--- src/rtl/uart_alu_host.sv ---
// Host-side sequencer for the UART ALU link: sends A, B, opcode as 8N1 frames and collects the one-byte reply.
// Define RESP_TIMEOUT_EN to abandon a transaction when no reply start bit arrives within TIMEOUT_BITS bit periods.
module uart_alu_host #(
    parameter int DATA_WIDTH   = 8,
    parameter int OP_WIDTH     = 6,
    parameter int CLKS_PER_BIT = 2604,
    parameter int GAP_BITS     = 3,
    parameter int TIMEOUT_BITS = 64
) (
    input  logic                  clk,
    input  logic                  reset,
    input  logic                  i_valid,
    output logic                  o_ready,
    input  logic [DATA_WIDTH-1:0] i_data_a,
    input  logic [DATA_WIDTH-1:0] i_data_b,
    input  logic [OP_WIDTH-1:0]   i_opcode,
    output logic                  o_tx,
    input  logic                  i_rx,
    output logic [DATA_WIDTH-1:0] o_result,
    output logic                  o_result_valid,
    output logic                  o_frame_err,
    output logic                  o_timeout
);

    localparam int CNT_W   = $clog2(CLKS_PER_BIT);
    localparam int DIDX_W  = $clog2(DATA_WIDTH + 1);
    localparam int GIDX_W  = $clog2(GAP_BITS + 1);
    localparam int IDX_W   = (DIDX_W > GIDX_W) ? DIDX_W : GIDX_W;

    localparam logic [CNT_W-1:0] BIT_END   = CNT_W'(CLKS_PER_BIT - 1);
    localparam logic [CNT_W-1:0] HALF_END  = CNT_W'(CLKS_PER_BIT / 2 - 1);
    localparam logic [IDX_W-1:0] DATA_LAST = IDX_W'(DATA_WIDTH - 1);
    localparam logic [IDX_W-1:0] GAP_LAST  = IDX_W'((GAP_BITS > 0) ? GAP_BITS - 1 : 0);

    typedef enum logic [3:0] {
        IDLE,
        TX_START,
        TX_DATA,
        TX_STOP,
        TX_GAP,
        RX_WAIT,
        RX_START,
        RX_DATA,
        RX_STOP
    } state_t;

    state_t                  state;
    logic [3*DATA_WIDTH-1:0] tx_buf;
    logic [1:0]              byte_cnt;
    logic [CNT_W-1:0]        cnt;
    logic [IDX_W-1:0]        idx;
    logic [DATA_WIDTH-1:0]   rx_shift;
    logic                    rx_meta;
    logic                    rx_sync;
    logic                    rx_prev;
    logic                    bit_end;

`ifdef RESP_TIMEOUT_EN
    localparam int TMO_W = $clog2(TIMEOUT_BITS + 1);
    localparam logic [TMO_W-1:0] TMO_LAST = TMO_W'(TIMEOUT_BITS - 1);
    logic [TMO_W-1:0] tmo_cnt;
`endif

    assign bit_end = (cnt == BIT_END);

    // Two-flop synchroniser plus one history flop for falling-edge detection; idle level is high.
    always_ff @(posedge clk or negedge reset) begin
        if (!reset) begin
            rx_meta <= 1'b1;
            rx_sync <= 1'b1;
            rx_prev <= 1'b1;
        end else begin
            rx_meta <= i_rx;
            rx_sync <= rx_meta;
            rx_prev <= rx_sync;
        end
    end

    // Bit-period counter free-runs and reloads at each boundary; state entries that need
    // a fresh period (acceptance, rx start detect) clear it explicitly.
    always_ff @(posedge clk or negedge reset) begin
        if (!reset) begin
            state          <= IDLE;
            o_tx           <= 1'b1;
            o_ready        <= 1'b1;
            o_result       <= '0;
            o_result_valid <= 1'b0;
            o_frame_err    <= 1'b0;
            tx_buf         <= '0;
            byte_cnt       <= '0;
            cnt            <= '0;
            idx            <= '0;
            rx_shift       <= '0;
`ifdef RESP_TIMEOUT_EN
            o_timeout      <= 1'b0;
            tmo_cnt        <= '0;
`endif
        end else begin
            o_result_valid <= 1'b0;
            o_frame_err    <= 1'b0;
`ifdef RESP_TIMEOUT_EN
            o_timeout      <= 1'b0;
`endif
            cnt <= bit_end ? '0 : cnt + CNT_W'(1);

            case (state)
                IDLE: begin
                    cnt     <= '0;
                    o_ready <= 1'b1;
                    if (i_valid && o_ready) begin
                        tx_buf   <= {DATA_WIDTH'(i_opcode), i_data_b, i_data_a};
                        byte_cnt <= '0;
                        o_tx     <= 1'b0;
                        o_ready  <= 1'b0;
                        state    <= TX_START;
                    end
                end

                TX_START: begin
                    if (bit_end) begin
                        o_tx  <= tx_buf[0];
                        idx   <= '0;
                        state <= TX_DATA;
                    end
                end

                // Whole buffer shifts one place per bit, so the next byte lands at the bottom after DATA_WIDTH bits.
                TX_DATA: begin
                    if (bit_end) begin
                        tx_buf <= tx_buf >> 1;
                        if (idx == DATA_LAST) begin
                            o_tx  <= 1'b1;
                            state <= TX_STOP;
                        end else begin
                            o_tx <= tx_buf[1];
                            idx  <= idx + IDX_W'(1);
                        end
                    end
                end

                TX_STOP: begin
                    if (bit_end) begin
                        idx <= '0;
                        if (GAP_BITS > 0) begin
                            state <= TX_GAP;
                        end else if (byte_cnt == 2'd2) begin
                            state <= RX_WAIT;
`ifdef RESP_TIMEOUT_EN
                            tmo_cnt <= '0;
`endif
                        end else begin
                            byte_cnt <= byte_cnt + 2'd1;
                            o_tx     <= 1'b0;
                            state    <= TX_START;
                        end
                    end
                end

                TX_GAP: begin
                    if (bit_end) begin
                        if (idx == GAP_LAST) begin
                            idx <= '0;
                            if (byte_cnt == 2'd2) begin
                                state <= RX_WAIT;
`ifdef RESP_TIMEOUT_EN
                                tmo_cnt <= '0;
`endif
                            end else begin
                                byte_cnt <= byte_cnt + 2'd1;
                                o_tx     <= 1'b0;
                                state    <= TX_START;
                            end
                        end else begin
                            idx <= idx + IDX_W'(1);
                        end
                    end
                end

                RX_WAIT: begin
                    if (rx_prev && !rx_sync) begin
                        cnt   <= '0;
                        state <= RX_START;
                    end
`ifdef RESP_TIMEOUT_EN
                    else if (bit_end) begin
                        if (tmo_cnt == TMO_LAST) begin
                            o_timeout <= 1'b1;
                            state     <= IDLE;
                        end else begin
                            tmo_cnt <= tmo_cnt + TMO_W'(1);
                        end
                    end
`endif
                end

                // Half-period check rejects short glitches and aligns later samples to mid-bit.
                RX_START: begin
                    if (cnt == HALF_END) begin
                        cnt <= '0;
                        idx <= '0;
                        if (rx_sync) begin
                            state <= RX_WAIT;
`ifdef RESP_TIMEOUT_EN
                            tmo_cnt <= '0;
`endif
                        end else begin
                            state <= RX_DATA;
                        end
                    end
                end

                RX_DATA: begin
                    if (bit_end) begin
                        rx_shift <= {rx_sync, rx_shift[DATA_WIDTH-1:1]};
                        if (idx == DATA_LAST) begin
                            state <= RX_STOP;
                        end else begin
                            idx <= idx + IDX_W'(1);
                        end
                    end
                end

                RX_STOP: begin
                    if (bit_end) begin
                        o_result       <= rx_shift;
                        o_result_valid <= 1'b1;
                        o_frame_err    <= !rx_sync;
                        state          <= IDLE;
                    end
                end

                default: begin
                    o_tx  <= 1'b1;
                    state <= IDLE;
                end
            endcase
        end
    end

`ifndef RESP_TIMEOUT_EN
    assign o_timeout = 1'b0;
`endif

endmodule

--- config.mk ---
export PLATFORM = sky130hd
export DESIGN_NAME = uart_alu_host
export DESIGN_NICKNAME = d
export VERILOG_FILES = /design/src/rtl/uart_alu_host.sv
export SDC_FILE = /design/constraint.sdc
export NUM_CORES = 1
export LEC_CHECK = 0
export ABC_AREA = 1
export CAP_MARGIN = 20
export CORE_UTILIZATION = 60
export CTS_CLUSTER_SIZE = 28
export DETAILED_ROUTE_END_ITERATION = 6
export PLACE_DENSITY = 0.87
export SLEW_MARGIN = 25
export SYNTH_ARGS = -nofsm -noshare
export SYNTH_HDL_FRONTEND = slang
export SYNTH_SLANG_ARGS = --single-unit
--- constraint.sdc ---
create_clock -name clk -period 2.45 [get_ports clk]
set_input_delay 0.49 -clock clk [delete_from_list [all_inputs] [get_ports clk]]
set_output_delay 0.49 -clock clk [all_outputs]
set_load 0.01 [all_outputs]
==> flow_summary.json <==
{
  "drc": 0,
  "die_w_um": 78.1,
  "ant_nets": 0,
  "core_um2": 5540,
  "ctsResizeCount": 0,
  "netlist_top_cells_count": "154 x nand2_1, 62 x dfrtp_1, 54 x inv_1, 50 x nor2_1, 47 x o21ai_0",
  "gp_congestion": 0.931,
  "cts.sinks": 67,
  "cp_cell_sequence": "nor2_1, nand2_2, nand2_1, nand2_1, nand2_1, nor2_1, nand3_1, nand2_1",
  "grt_use_total_pct": 24.1,
  "drv_slew": 0,
  "htreeDepth": 3,
  "syn_to_final_growth_pct": 16.8,
  "routedWlPerCell_um": 11.4,
  "tightest_slew_ns": 0.545,
  "relSlewSlack_pct": 63.7,
  "overflow": 0,
  "r2r-end": "state[0]$_DFFE_PN0P_",
  "layout.nets": 533,
  "synthCells": 463,
  "vias": 2957,
  "cts_tree": "done",
  "cp_slowest_cell": "dfrtp_1",
  "timing.rr.start": "state[3]$_DFFE_PN0P_",
  "yosys.cell_types.count": 28,
  "post_cts_buffers": 0,
  "synth.area.top_cells": "dfrtp_1 45%, nand2_1 17%, o21ai_0 6.8%, inv_1 5.8%, nor2_1 5.4%",
  "min_period_ns": 1.92,
  "hold_path_class": "input pin to asynchronous set/reset pin",
  "rsz0062_at_grt": "no",
  "place_hpwl_um": 4720,
  "crit_start": "state[3]$_DFFE_PN0P_",
  "setup.worst_path.end": "state[0]$_DFFE_PN0P_",
  "netlist_area_um2": 3470,
  "cp_num_buf_inv": 0,
  "synth_top_area_share_pct": 44.7,
  "total_power_w": 0.00199,
  "start_util_pct": 62.7,
  "ys_async_sr_fraction_pct": 100,
  "drive_gt1_share_pct": 7.10,
  "yosysSeqAreaShare_pct": 48.4,
  "routed_wl_um": 6600,
  "n_antenna_cell": 0,
  "crit_family": "simple AND/OR/NAND/NOR gates",
  "worstSetupPathDepth": 8,
  "critPathKind": "flop to flop",
  "cp-start-kind": "flop",
  "worst-path-max-fanout": 23,
  "synth_warnings": 0,
  "fmax_ghz": 0.520,
  "p_leak_nw": 2.01,
  "cp_data_required_time_ns": 2.69,
  "finalCritPeriodShare_pct": 78.5,
  "avgSynthCellArea_um2": 7.50,
  "synthFlopType": "dfrtp_1",
  "syn_nets": 494,
  "hold_viol": 0,
  "cts_buffer_depth": 2,
  "status": "finished, final reports clean",
  "cts-buffers-inserted": 9,
  "drt-initial-drc-count": 186,
  "row_count": 27,
  "clk_pin_slew_worst_paths_ns": 0.08,
  "fin_skew_ns": 0.00979,
  "crit_path_max_incr_delay_ns": 0.42,
  "dr.pass1.iters": 5,
  "die-area_um2": 6100,
  "yosysMostFrequentCell": "nand2_1",
  "num-fill-cells": 420,
  "drv_cap": 0,
  "grt_pass1_vias": 2713,
  "stdcell_area_um2": 4060,
  "power_density_nw_per_um2": 490,
  "yosys.area.top_type": "dfrtp_1",
  "finalSetupTns_ns": 0,
  "root_buffer": "clkbuf_8",
  "ir_drop_v": 0.000381,
  "vias_per_cell": 5.11,
  "cts_hold_buffers": 0,
  "io_buffers": 37,
  "die_height_um": 78.1,
  "cpMostUsedCell": "nand2_1",
  "cp.arrival_ns": 2.16,
  "critical_path.endpoint_type": "flop",
  "setup_violations": 0,
  "synth-edff-count": 0,
  "dpl_cell_area_um2": 3890,
  "clk_latency_ns": 0.35,
  "grt_pass1_wl_um": 11400,
  "boundaryPins": 39,
  "grt_start_max_net_pins": 68,
  "ff2ff_setup_slack_ns": 0.53,
  "ys_ff_latch": 67,
  "r2r_cells": 8,
  "antenna_found_initial": 0
}
==> logic make-up (layout without fill, tap and decap cells) <==
| group | after synthesis | in the layout | share of synthesized area (%) |
|---|---|---|---|
| and+or+nand+nor | 242 | 242 | 28.2 |
| AOI/OAI and AO/OA | 71 | 71 | 10.8 |
| buffers and inverters | 70 | 114 | 8.86 |
| DFF | 67 | 67 | 48.4 |
| xor gates and xnor gates | 7 | 7 | 1.76 |
| adders and majority gates | 5 | 5 | 1.80 |
| other | 1 | 1 | 0.108 |
==> how the worst min path moves through the flow <==
stage / end / cells after the start / slack [ns] / startpoint
2_1_floorplan: byte_cnt[0]$_DFFE_PN0P_ / 0 / 0.19 / reset
4_1_cts: cnt[10]$_DFF_PN0_ / 2 / 0.16 / reset
3_5_place_dp: rx_sync$_DFF_PN1_ / 0 / 0.35 / rx_meta$_DFF_PN1_
3_3_place_gp: rx_sync$_DFF_PN1_ / 0 / 0.35 / rx_meta$_DFF_PN1_
6_report: cnt[10]$_DFF_PN0_ / 2 / 0.15 / reset
5_1_grt: cnt[10]$_DFF_PN0_ / 2 / 0.17 / reset
==> layer usage <==
metal / routed length (µm) / part of all wire [%] / vias up / global-route usage, %
met4: 98 / 1.5 / 0 / 13.3
met5: 0 / 0 / - / 0
met3: 290 / 4.4 / 10 / 4.42
li1: - / - / 1530 / -
met2: 3070 / 47 / 68 / 38.9
met1: 3140 / 48 / 1349 / 30.6
==> cell usage in the layout (no fill, tap or decap), types with 2 or more instances in the layout <==
| cell | n |
|---|---|
| clkdlybuf4s50_1 | 36 |
| nor2_1 | 50 |
| dfstp_2 | 5 |
| o21ai_0 | 47 |
| nand3_1 | 28 |
| nor3_1 | 3 |
| xor2_1 | 6 |
| nand2_2 | 3 |
| buf_12 | 2 |
| nand2_1 | 154 |
| clkbuf_8 | 9 |
| inv_2 | 4 |
| inv_1 | 54 |
| nor2_2 | 2 |
| dfrtp_1 | 62 |
| clkbuf_1 | 2 |
| a21oi_1 | 5 |
| clkinv_4 | 2 |
| ha_1 | 5 |
| o21ai_1 | 14 |
==> metrics by stage <==
step	utilization [%]	hold WS, ns	instances	setup WS, ns
after floorplan	-	0.194	463	0.883
after global placement	70.2	0.346	563	0.591
after detailed placement	70.2	0.348	563	0.577
after CTS	73.2	0.160	579	0.535
after global routing	73.2	0.174	579	0.369
final	73.2	0.146	579	0.527
==> registers in the layout, indices dropped and copies added, names as in the netlist, 2 cells and up <==
register and count:
tx_buf 22, cnt 12, o_result 8, rx_shift 8
idx 4, state 4, byte_cnt 2
==> area by class of cell <==
| class | count | area (µm²) | area share [%] |
|---|---|---|---|
| inverter | 58 | 218 | 5.37 |
| clock buffer | 11 | 131 | 3.24 |
| sequential | 67 | 1680 | 41.5 |
| clock inverter | 5 | 38.8 | 0.956 |
| tap | 72 | 90.1 | 2.22 |
| multi-input combinational | 326 | 1480 | 36.6 |
| timing repair buffer | 40 | 413 | 10.2 |
==> report_power, final <==
group	total (W)	internal, W	switching, W
registers	0.00111	0.00111	0.00000141
clock network	0.000799	0.000372	0.000426
logic	0.0000794	0.0000445	0.0000349
total	0.00199	0.00153	0.000463
Power figures use the tool's default switching activity.
